File: src/rtl/excep_sequencer.sv
// excep_sequencer
// Sequences a precise exception. It accepts a request from the ID stage,
// flushes ID, EX and MEM one stage per cycle, redirects fetch to the handler
// and tracks the handler until eret. A second exception raised while the
// handler runs is a double fault, which halts the core until reset.
//
// Ports
//   clk, rst      : clock; synchronous active-high reset
//   excep_req     : exception request (level, held until id_flush is seen)
//   excep_pc      : PC of the faulting ID instruction
//   excep_opcode  : opcode of the faulting instruction
//   pipe_stall    : pipeline hold; blocks acceptance and eret
//   eret          : return-from-exception decoded in ID
//   id/ex/mem_flush, pc_redirect, redirect_pc : pipeline control
//   epc, cause    : captured exception PC and opcode
//   in_handler    : handler executing
//   halt          : double-fault halt
//   excep_count   : accepted exceptions, saturating
//   state_dbg     : current FSM state, for observation only
//
// Handshake: excep_req is a level request, and acceptance is its handshake.
// A request is taken on a clock edge where the FSM is idle, excep_req=1 and
// pipe_stall=0. The source sees id_flush on the following cycle and may then
// drop the request. eret is taken only in HANDLER with pipe_stall=0.
module excep_sequencer #(
    parameter logic [31:0] HANDLER_ADDR = 32'h0000_0100,
    parameter int          CNT_W        = 8
) (
    input  logic             clk,
    input  logic             rst,
    input  logic             excep_req,
    input  logic [31:0]      excep_pc,
    input  logic [6:0]       excep_opcode,
    input  logic             pipe_stall,
    input  logic             eret,
    output logic             id_flush,
    output logic             ex_flush,
    output logic             mem_flush,
    output logic             pc_redirect,
    output logic [31:0]      redirect_pc,
    output logic [31:0]      epc,
    output logic [6:0]       cause,
    output logic             in_handler,
    output logic             halt,
    output logic [CNT_W-1:0] excep_count,
    output logic [2:0]       state_dbg
);

    typedef enum logic [2:0] {
        IDLE      = 3'd0,
        FLUSH_ID  = 3'd1,
        FLUSH_EX  = 3'd2,
        FLUSH_MEM = 3'd3,
        REDIRECT  = 3'd4,
        HANDLER   = 3'd5,
        RETURN    = 3'd6,
        FATAL     = 3'd7
    } state_t;

    state_t             state_q, state_d;
    logic [31:0]        epc_q, epc_d;
    logic [6:0]         cause_q, cause_d;
    logic [CNT_W-1:0]   count_q, count_d;

    always_ff @(posedge clk) begin
        if (rst) begin
            state_q <= IDLE;
            epc_q   <= '0;
            cause_q <= '0;
            count_q <= '0;
        end else begin
            state_q <= state_d;
            epc_q   <= epc_d;
            cause_q <= cause_d;
            count_q <= count_d;
        end
    end

    // Next-state logic. The flush and redirect states advance unconditionally.
    always_comb begin
        state_d = state_q;
        epc_d   = epc_q;
        cause_d = cause_q;
        count_d = count_q;
        case (state_q)
            IDLE: begin
                if (excep_req && !pipe_stall) begin
                    epc_d   = excep_pc;
                    cause_d = excep_opcode;
                    count_d = (count_q == '1) ? count_q : count_q + CNT_W'(1);
                    state_d = FLUSH_ID;
                end
            end
            FLUSH_ID:  state_d = FLUSH_EX;
            FLUSH_EX:  state_d = FLUSH_MEM;
            FLUSH_MEM: state_d = REDIRECT;
            REDIRECT:  state_d = HANDLER;
            HANDLER: begin
                // A fault inside the handler wins over a simultaneous eret.
                // epc/cause keep the original fault.
                if (excep_req)
                    state_d = FATAL;
                else if (eret && !pipe_stall)
                    state_d = RETURN;
            end
            RETURN:  state_d = IDLE;
            FATAL:   state_d = FATAL;
            default: state_d = IDLE;
        endcase
    end

    // Moore outputs, decoded from the state register only.
    always_comb begin
        id_flush    = 1'b0;
        ex_flush    = 1'b0;
        mem_flush   = 1'b0;
        pc_redirect = 1'b0;
        redirect_pc = 32'h0;
        in_handler  = 1'b0;
        halt        = 1'b0;
        case (state_q)
            FLUSH_ID:  id_flush = 1'b1;
            FLUSH_EX:  ex_flush = 1'b1;
            FLUSH_MEM: mem_flush = 1'b1;
            REDIRECT: begin
                pc_redirect = 1'b1;
                redirect_pc = HANDLER_ADDR;
            end
            HANDLER: in_handler = 1'b1;
            RETURN: begin
                pc_redirect = 1'b1;
                id_flush    = 1'b1;
                redirect_pc = epc_q + 32'd4;  // wraps modulo 2^32
            end
            FATAL: begin
                halt      = 1'b1;
                id_flush  = 1'b1;
                ex_flush  = 1'b1;
                mem_flush = 1'b1;
            end
            default: ;
        endcase
    end

    assign epc         = epc_q;
    assign cause       = cause_q;
    assign excep_count = count_q;
    assign state_dbg   = state_q;

endmodule

File: config.mk
export PLATFORM = sky130hd
export DESIGN_NAME = excep_sequencer
export DESIGN_NICKNAME = d
export VERILOG_FILES = /design/src/rtl/excep_sequencer.sv
export SDC_FILE = /design/constraint.sdc
export NUM_CORES = 1
export LEC_CHECK = 0
export CORE_ASPECT_RATIO = 2
export CORE_MARGIN = 2
export CORE_UTILIZATION = 41
export DETAILED_ROUTE_END_ITERATION = 12
export PLACE_DENSITY = 0.81
export SYNTH_ARGS = -nofsm -noshare
export SYNTH_HDL_FRONTEND = slang
export SYNTH_SLANG_ARGS = --single-unit
File: constraint.sdc
create_clock -name clk -period 2.61 [get_ports clk]
set_input_delay 0.522 -clock clk [delete_from_list [all_inputs] [get_ports clk]]
set_output_delay 0.522 -clock clk [all_outputs]
set_load 0.02 [all_outputs]
* After elaboration in Yosys (flattened, before gate mapping)
Cells that the tools add are included.
** Word-level totals
- Input port bits :: 44
- Register bits after elaboration :: 50
- Output and inout port bits :: 88
- Logic and storage cells :: 39
** Cells by class
- Multiplexer cells :: 11
- Bitwise operators :: 1
- $add $sub $neg :: 2
- Equal/unequal tests :: 10
- Reductions and logical operators :: 11
** Operators by type and width (count)
- case mux 32 bit (2 select lines) :: 1
- adder 32 x 3 -> 32 bit, second input constant :: 1
- case mux 3 bit (8 select lines) :: 1
- == test 3 bit, second input constant :: 4
- 2-to-1 mux 3 bit :: 3
- adder 8 x 1 -> 8 bit, second input constant :: 1
- == test 8 bit, second input constant :: 1
- == test 3 x 2 -> 1 bit, second input constant :: 2
- 2-to-1 mux 1 bit :: 6
- OR reduction 2 bit :: 3
- AND reduction 2 bit :: 2
- == test 3 x 1 -> 1 bit, second input constant :: 1
- zero test 3 bit :: 1
- inequality test 3 bit, second input constant :: 1
- AND reduction 3 bit :: 1
- OR reduction 3 bit :: 1
- logical AND 1 bit :: 2
- inequality test 2 bit, second input constant :: 1
- zero test 1 bit :: 1
- inverter 1 bit :: 1

* Depth between registers and ports, before layout
Gate-level depths: netlist of the first run.
- Depth in word-level cells :: 5
- Depth in mapped cells :: 8
- Gate-level depth less buffers :: 5

* Worst setup path after synthesis of the first run
Ideal clock, no wire load.
- Path kind :: flip-flop to output port
- Start point :: reg epc_q[2], in the netlist epc[2]
- End point :: out redirect_pc[16]
- Path buffers :: 2
- Slack :: -0.060 ns
- Cell stages (with the launch flop) :: 8
- Required time :: 2.088 ns
- Data arrival time :: 2.148 ns
- Cell sequence :: dfxtp_1 ha_1 and3_1 clkbuf_1 nand2_1 clkbuf_1 or4_1 a21oi_1
** On the way
- Cells in the longest elaborated chain, start to end :: 2
** RTL lines
- from (decl) :: RTL line 61 : logic [31:0] epc_q, epc_d;
- from (signal assigned) :: RTL line 73 : epc_q <= epc_d;
- adder 32 x 3 -> 32 bit :: RTL line 133 : redirect_pc = epc_q + 32'd4;
- case mux 32 bit (2 select lines) :: RTL line 121 : case (state_q)
- to (decl) :: RTL line 40 : output logic [31:0] redirect_pc,
Every way passes these cells.

* Worst setup path after layout of the first run
- Start point :: reg epc_q[17], in the netlist epc[17]
- End point :: out redirect_pc[31]
The elaborated chain is that of the path after synthesis.

==> results of run 1 <==
## report_power, final
group	switching (mW)	total, mW	internal [mW]
Sequential	0.0246	0.829	0.804
Combinational	0.223	0.445	0.221
Clock	0.281	0.636	0.356
Total	0.529	1.91	1.38
## worst min-delay path, stage by stage (launching register included)
cell and delay (ns):
dfxtp_1 0.31, nand2_1 0.05, a21oi_1 0.05
## final cells by class
type	instances	area (um2)	area share
Timing Repair Buffer	191	1705	0.3706
Sequential cell	50	1003	0.2181
Multi-Input combinational cell	291	1622	0.3524
Clock buffer	6	128.9	0.02800
Tap cell	88	110.1	0.02393
Clock inverter	2	13.76	0.002991
Inverter	5	18.77	0.004078
## flip-flops by register name (all words and copies together), names as in the netlist, named ones only
name / count
cause: 7
epc: 32
excep_count: 8
state_dbg: 2
## kinds of logic (layout without fill, tap and decap cells)
kind of cell,after synthesis,in the layout,synth area share
compound gates,83,83,0.1762
mux,3,3,0.01193
fa+ha+maj,2,2,0.009173
buf+inv,32,204,0.05321
xor+xnor,13,13,0.04174
flops,50,50,0.3670
simple gates,190,190,0.3408
## synthesized netlist by cell type (2+ instances only)
cell,instances
buf_2,7
nor2b_1,5
nand2_1,93
ha_1,2
clkbuf_1,16
and4_1,6
xor2_1,9
nor2_1,24
and3_1,9
a21oi_1,57
or3_1,5
nand4_1,10
a2111oi_0,2
o21ai_0,6
xnor2_1,4
dfxtp_1,50
or4_1,10
nand3_1,11
o31ai_1,11
and2_1,3
a211oi_1,2
nor3_1,3
nor4_1,3
buf_6,2
inv_1,5
## per-stage QoR
step	worst slack, ns	area [um2]
2_1_floorplan	0.02876	2731
6_report	0.03818	4602
5_1_grt	-0.05972	4602
3_3_place_gp	-0.04550	4462
4_1_cts	0.02574	4548
3_5_place_dp	-0.1118	4462
## metal layers
layer / GRT usage / up-vias / share of wire
met5: 0 / - / 0
met4: 0.07979 / 0 / 0.012
met3: 0.09338 / 7 / 0.10
met2: 0.3875 / 136 / 0.50
met1: 0.3029 / 1496 / 0.38
li1: - / 1646 / -
## cell usage in the layout (no fill, tap or decap), types with 3 or more instances in the layout
cell,n
and3_1,8
nand4_1,10
or4_1,10
a21oi_1,52
nor3_1,3
clkbuf_16,5
buf_2,6
dlygate4sd2_1,7
xnor2_1,4
xor2_1,9
nand2_1,93
nor2_1,24
dfxtp_1,48
nor2b_1,5
a21oi_2,5
or3_1,5
inv_1,5
o21ai_0,6
buf_4,68
clkdlybuf4s50_1,105
and4_1,4
o31ai_1,11
and2_1,3
nand3_1,11
## worst min path at each step
| stage | from | to | slack (ns) | depth (start not counted) |
|---|---|---|---|---|
| finish | cause[4] | cause[4] | 0.45 | 2 |
| global route | cause[2] | cause[2] | 0.47 | 2 |
| CTS | cause[4] | cause[4] | 0.46 | 2 |
| detailed placement | cause[2] | cause[2] | 0.45 | 2 |
| global placement | cause[6] | cause[6] | 0.44 | 2 |
| floorplan | cause[0] | cause[0] | 0.53 | 2 |
## timing repair
item                                   in CTS  in global routing
buffers inserted                            1                  1
pin swaps                                   1                  3
setup endpoints to repair                  25                 16
resized for setup                          72                 22
endpoints found under the hold margin       0                  0
==> results.txt, run 1 <==
Mapped Avg Cell Area -> 7.313 um2
Clock latency on the worst-skew pair -> 0.29 ns
Starting density of the core -> 0.4186
FF-to-FF path depth -> 6
DP Cell Count -> 623
Die H -> 119.4 um
Sequential area share after synthesis -> 0.3670
Crit-path max cell delay -> 0.54 ns
Startpoint Class -> flip-flop
Clock buffer count from CTS -> 5
Max-cap violation count -> 0
GRT Util Overall -> 0.2467
Row count -> 42
Flops & latches, synth -> 50
Leak -> 1.785 nW
DRT antenna net count -> 0
Power, Total -> 1.910 mW
Area growth syn-to-layout -> 68.72%
Final hold slack -> 0.4528 ns
Max H-tree Level -> 2
Ant. Diodes -> 0
Synth top area cells -> dfxtp_1, nand2_1, a21oi_1
1st-pass router iterations -> 4
Antenna violations before repair -> 0
Yosys top cell by area -> dfxtp_1
Setup Skew -> 0.008456 ns
Critical path destination -> redirect_pc[31]
Reg2reg end -> epc[7]
Async SR Flop Fraction -> 0
EDFF count, synth -> 0
Worst-case clock buffer depth -> 2
Largest net degree at the start of global routing -> 38
Final hold vios -> 0
Minimum clock period -> 2.572 ns
Root Buffer -> clkbuf_16
Share of cells above drive strength 1 -> 0.1853
Fin crit share -> 0.9854
WP data arrival -> 2.05 ns
Vias in the first global route -> 3,120
P per Cell Area -> 415.0 nW/um2
Final nets -> 590
Routability Congestion -> 0.9809
Post-Route Setup TNS -> 0 ns
Worst path required time -> 2.09 ns
R2R Setup Slk -> 0.72 ns
Final Non-Filler Cells -> 633
Setup violators final -> 0
Crit end category -> output pin
Vias/cell -> 5.190
Delay-heaviest family, CP -> simple AND/OR/NAND/NOR gates
Reg2Reg Launch Point -> state_dbg[0]
Hold Path Class -> reg -> reg
Slew @ Worst Pin -> 0.6611 ns
Main synth FF type -> dfxtp_1
Setup CP Type -> reg -> out
Core area -> 6516 um2
Crit. Startpoint -> epc[17]
Max Freq -> 0.3888 GHz
Gate count after technology mapping -> 373
Yosys cell types -> 43
Synth top area share -> 0.3670
Final Util -> 0.7062
Status -> completed
Vias after detailed routing -> 3,285
Top fanout value on the critical path -> 12
Yosys Warn Count -> 0
First-pass GRT wire length -> 14.21 mm
DIE WIDTH -> 61.68 um
Slew Limit Fails -> 0
WL/cell -> 13.83 um
CP Cell Sequence -> and4_4 -> nand4_2 -> buf_6 -> or4_1 -> a21oi_2 -> buf_4
Post-DP HPWL -> 6.515 mm
DRT Wirelength -> 8.752 mm
Fill cells -> 570
Net Count, Synth -> 419
RSZ-0062 raised after global routing -> true
Sink Count -> 50
Post-CTS Hold Buffers -> 0
Worst path bufs/invs -> 2
Area of the mapped netlist -> 2728 um2
Die area -> 7361 um2
Peak supply drop -> 471.5 uV
Grt ovf -> 0
Clk slew on worst S/H paths -> 0.07 ns
Levels on crit path -> 6
Relative slew slack -> 0.5593
Drt initial violations -> 184
Critical-path top delay cell -> or4_1
CTS tree -> done
Drt drc -> 0
Port Buffers -> 131
Io pins -> 132
(Power assumes the default switching activity.)
==> inputs of run 2 (changes only) <==
--- a/config.mk
+++ b/config.mk
@@ -8,8 +8,10 @@
 export CORE_ASPECT_RATIO = 2
 export CORE_MARGIN = 2
 export CORE_UTILIZATION = 41
+export CTS_CLUSTER_SIZE = 12
 export DETAILED_ROUTE_END_ITERATION = 12
 export PLACE_DENSITY = 0.81
+export SKIP_CTS_REPAIR_TIMING = 1
 export SYNTH_ARGS = -nofsm -noshare
 export SYNTH_HDL_FRONTEND = slang
 export SYNTH_SLANG_ARGS = --single-unit
==> run 2 against run 1 <==
Against the previous run: non-clock buffer count did not move; cell area rose by 0.79%; clock skew barely moved; clock power rose by 0.6%; global-route usage fell by 0.19 points; first-iteration DRC count rose by 10%; critical path type unchanged; flip-flop and latch count did not move; register-to-register slack barely moved; via count rose by 1.0%; combinational power barely moved; maximum frequency fell by 0.37%.
==> results.txt, run 2 (synthesized netlist as in run 1, its figures left out) <==
Status -> completed (unchanged)
Share of cells above drive strength 1 -> 0.1853 (unchanged)
Relative slew slack -> 0.5639 (was 0.5593)
Peak supply drop -> 471.7 uV (was 471.5 uV)
Max-cap violation count -> 0 (unchanged)
DP Cell Count -> 623 (unchanged)
Clock buffer count from CTS -> 5 (unchanged)
Sink Count -> 50 (unchanged)
P per Cell Area -> 412.7 nW/um2 (was 415.0 nW/um2)
Vias/cell -> 5.242 (was 5.190)
Clk slew on worst S/H paths -> 0.07 ns (about the same)
WL/cell -> 14.07 um (was 13.83 um)
Slew Limit Fails -> 0 (unchanged)
Vias in the first global route -> 3,079 (was 3,120)
Area of the multi-input gates -> 1629 um2 (was 1622 um2)
Reg2reg end -> epc[7] (unchanged)
Hold Startpoint -> cause[4] (unchanged)
Hold path depth -> 2 (unchanged)
Area growth syn-to-layout -> 70.05% (was 68.72%)
Crit end category -> output pin (unchanged)
Setup CP Type -> reg -> out (unchanged)
Max reg flops -> 32 (unchanged)
Sw Ratio -> 0.2783 (was 0.2768)
Final worst setup slack -> 0.02868 ns (was 0.03818 ns)
Startpoint Class -> flip-flop (unchanged)
Final Non-Filler Cells -> 633 (unchanged)
WP data arrival -> 2.06 ns (was 2.05 ns)
Grt ovf -> 0 (unchanged)
DRT Wirelength -> 8.905 mm (was 8.752 mm)
Ant. Diodes -> 0 (unchanged)
RSZ-0062 raised after global routing -> true (unchanged)
Worst-case clock buffer depth -> 2 (unchanged)
Largest net degree at the start of global routing -> 38 (unchanged)
Internal Power -> 1.381 mW (about the same)
Max H-tree Level -> 2 (unchanged)
Drt initial violations -> 203 (was 184)
Final Util -> 0.7118 (was 0.7062)
Hold worst-path end -> cause[4] (unchanged)
GRT Util Overall -> 0.2448 (was 0.2467)
FF-to-FF path depth -> 6 (unchanged)
Pre-CTS WS -> -0.1118 ns (unchanged)
1st-pass router iterations -> 4 (unchanged)
Root Buffer -> clkbuf_16 (unchanged)
Top fanout value on the critical path -> 8 (was 12)
Final hold vios -> 0 (unchanged)
Antenna violations before repair -> 0 (unchanged)
Fin crit share -> 0.9890 (was 0.9854)
Port Buffers -> 131 (unchanged)
Setup Skew -> 0.008499 ns (was 0.008456 ns)
Met3 WL -> 917 um (was 914 um)
Slew @ Worst Pin -> 0.6541 ns (was 0.6611 ns)
Worst path required time -> 2.09 ns (about the same)
R2R Setup Slk -> 0.72 ns (about the same)
Die H -> 119.4 um (unchanged)
Starting density of the core -> 0.4186 (unchanged)
Core area -> 6516 um2 (unchanged)
Routability Congestion -> 0.9809 (unchanged)
Post-route cell area -> 4638 um2 (was 4602 um2)
Vias after detailed routing -> 3,318 (was 3,285)
Top Metal Used -> met4 (unchanged)
Clock latency on the worst-skew pair -> 0.29 ns (about the same)
Minimum clock period -> 2.581 ns (was 2.572 ns)
Fill cells -> 560 (was 570)
Post-DP HPWL -> 6.515 mm (unchanged)
Setup violators final -> 0 (unchanged)
Flop pwr share -> 0.433 (was 0.434)
CTS tree -> done (unchanged)
Max Freq -> 0.3874 GHz (was 0.3888 GHz)
Gate power share -> 0.233 (about the same)
NetSw -> 532.8 uW (was 528.7 uW)
Wl on met1 -> 3.554 mm (was 3.360 mm)
Commonest cells after routing, fill and taps aside -> clkdlybuf4s50_1, nand2_1, buf_4 (unchanged)
DIE WIDTH -> 61.68 um (unchanged)
Final nets -> 590 (unchanged)
Leak -> 1.888 nW (was 1.785 nW)
Io pins -> 132 (unchanged)
First-pass GRT wire length -> 14.08 mm (was 14.21 mm)
Clock Power Share -> 0.334 (was 0.333)
Register area -> 1003 um2 (unchanged)
Reg2Reg Launch Point -> state_dbg[0] (unchanged)
Met2 wire length -> 4.303 mm (was 4.376 mm)
Drt drc -> 0 (unchanged)
Hold Path Class -> reg -> reg (unchanged)
DRT antenna net count -> 0 (unchanged)
Area of placed instances -> 4462 um2 (unchanged)
Commonest non-fill, non-tap cell in the layout -> clkdlybuf4s50_1 (unchanged)
Die area -> 7361 um2 (unchanged)
Row count -> 42 (unchanged)
==> run 2: through the flow <==
step | power (mW) | TNS (ns) | hold WS [ns]
2_1_floorplan | 1.049 | 0 | 0.5333
3_3_place_gp | 1.282 | -0.4010 | 0.4406
3_5_place_dp | 1.289 | -1.056 | 0.4471
4_1_cts | 1.928 | -7.088 | 0.4554
5_1_grt | 2.002 | -0.3618 | 0.4719
6_report | 1.914 | 0 | 0.4527
==> run 2: worst max path at each step <==
stage	from	end	slack, ns
global route	epc[3]	redirect_pc[16]	-0.05
CTS	epc[2]	redirect_pc[31]	-0.44
floorplan	epc[2]	redirect_pc[16]	0.03
detailed placement	epc[2]	redirect_pc[31]	-0.11
global placement	epc[18]	redirect_pc[28]	-0.05
finish	epc[3]	redirect_pc[16]	0.03
==> run 2: power by group through the flow <==
stage / registers [mW] / logic, mW / clock network [mW]
finish: 0.829 / 0.446 / 0.640
CTS: 0.828 / 0.447 / 0.653
global placement: 0.843 / 0.439 / 0
detailed placement: 0.845 / 0.444 / 0
global route: 0.835 / 0.483 / 0.685
floorplan: 0.910 / 0.139 / 0
==> run 2: critical path, stage by stage, from the launching register on <==
cell      delay [ns]
dfxtp_1         0.38
ha_1            0.19
and3_4          0.19
nand2_1         0.07
buf_4           0.17
or4_1           0.44
a21oi_2         0.16
clkbuf_2        0.18
==> run 2: area by class of cell <==
class,count,share of cell area
repair buffers,191,0.3739
multi-input cells,291,0.3512
flip-flops and latches,50,0.2163
clock buffers,6,0.02779
well taps,88,0.02374
inverters,5,0.004046
clock inverters,2,0.002967
==> run 2: routing by layer <==
layer | vias to the layer above | global-route usage
met5 | - | 0
met4 | 0 | 0.07580
met3 | 10 | 0.09229
met2 | 152 | 0.3855
met1 | 1509 | 0.3016
li1 | 1647 | -
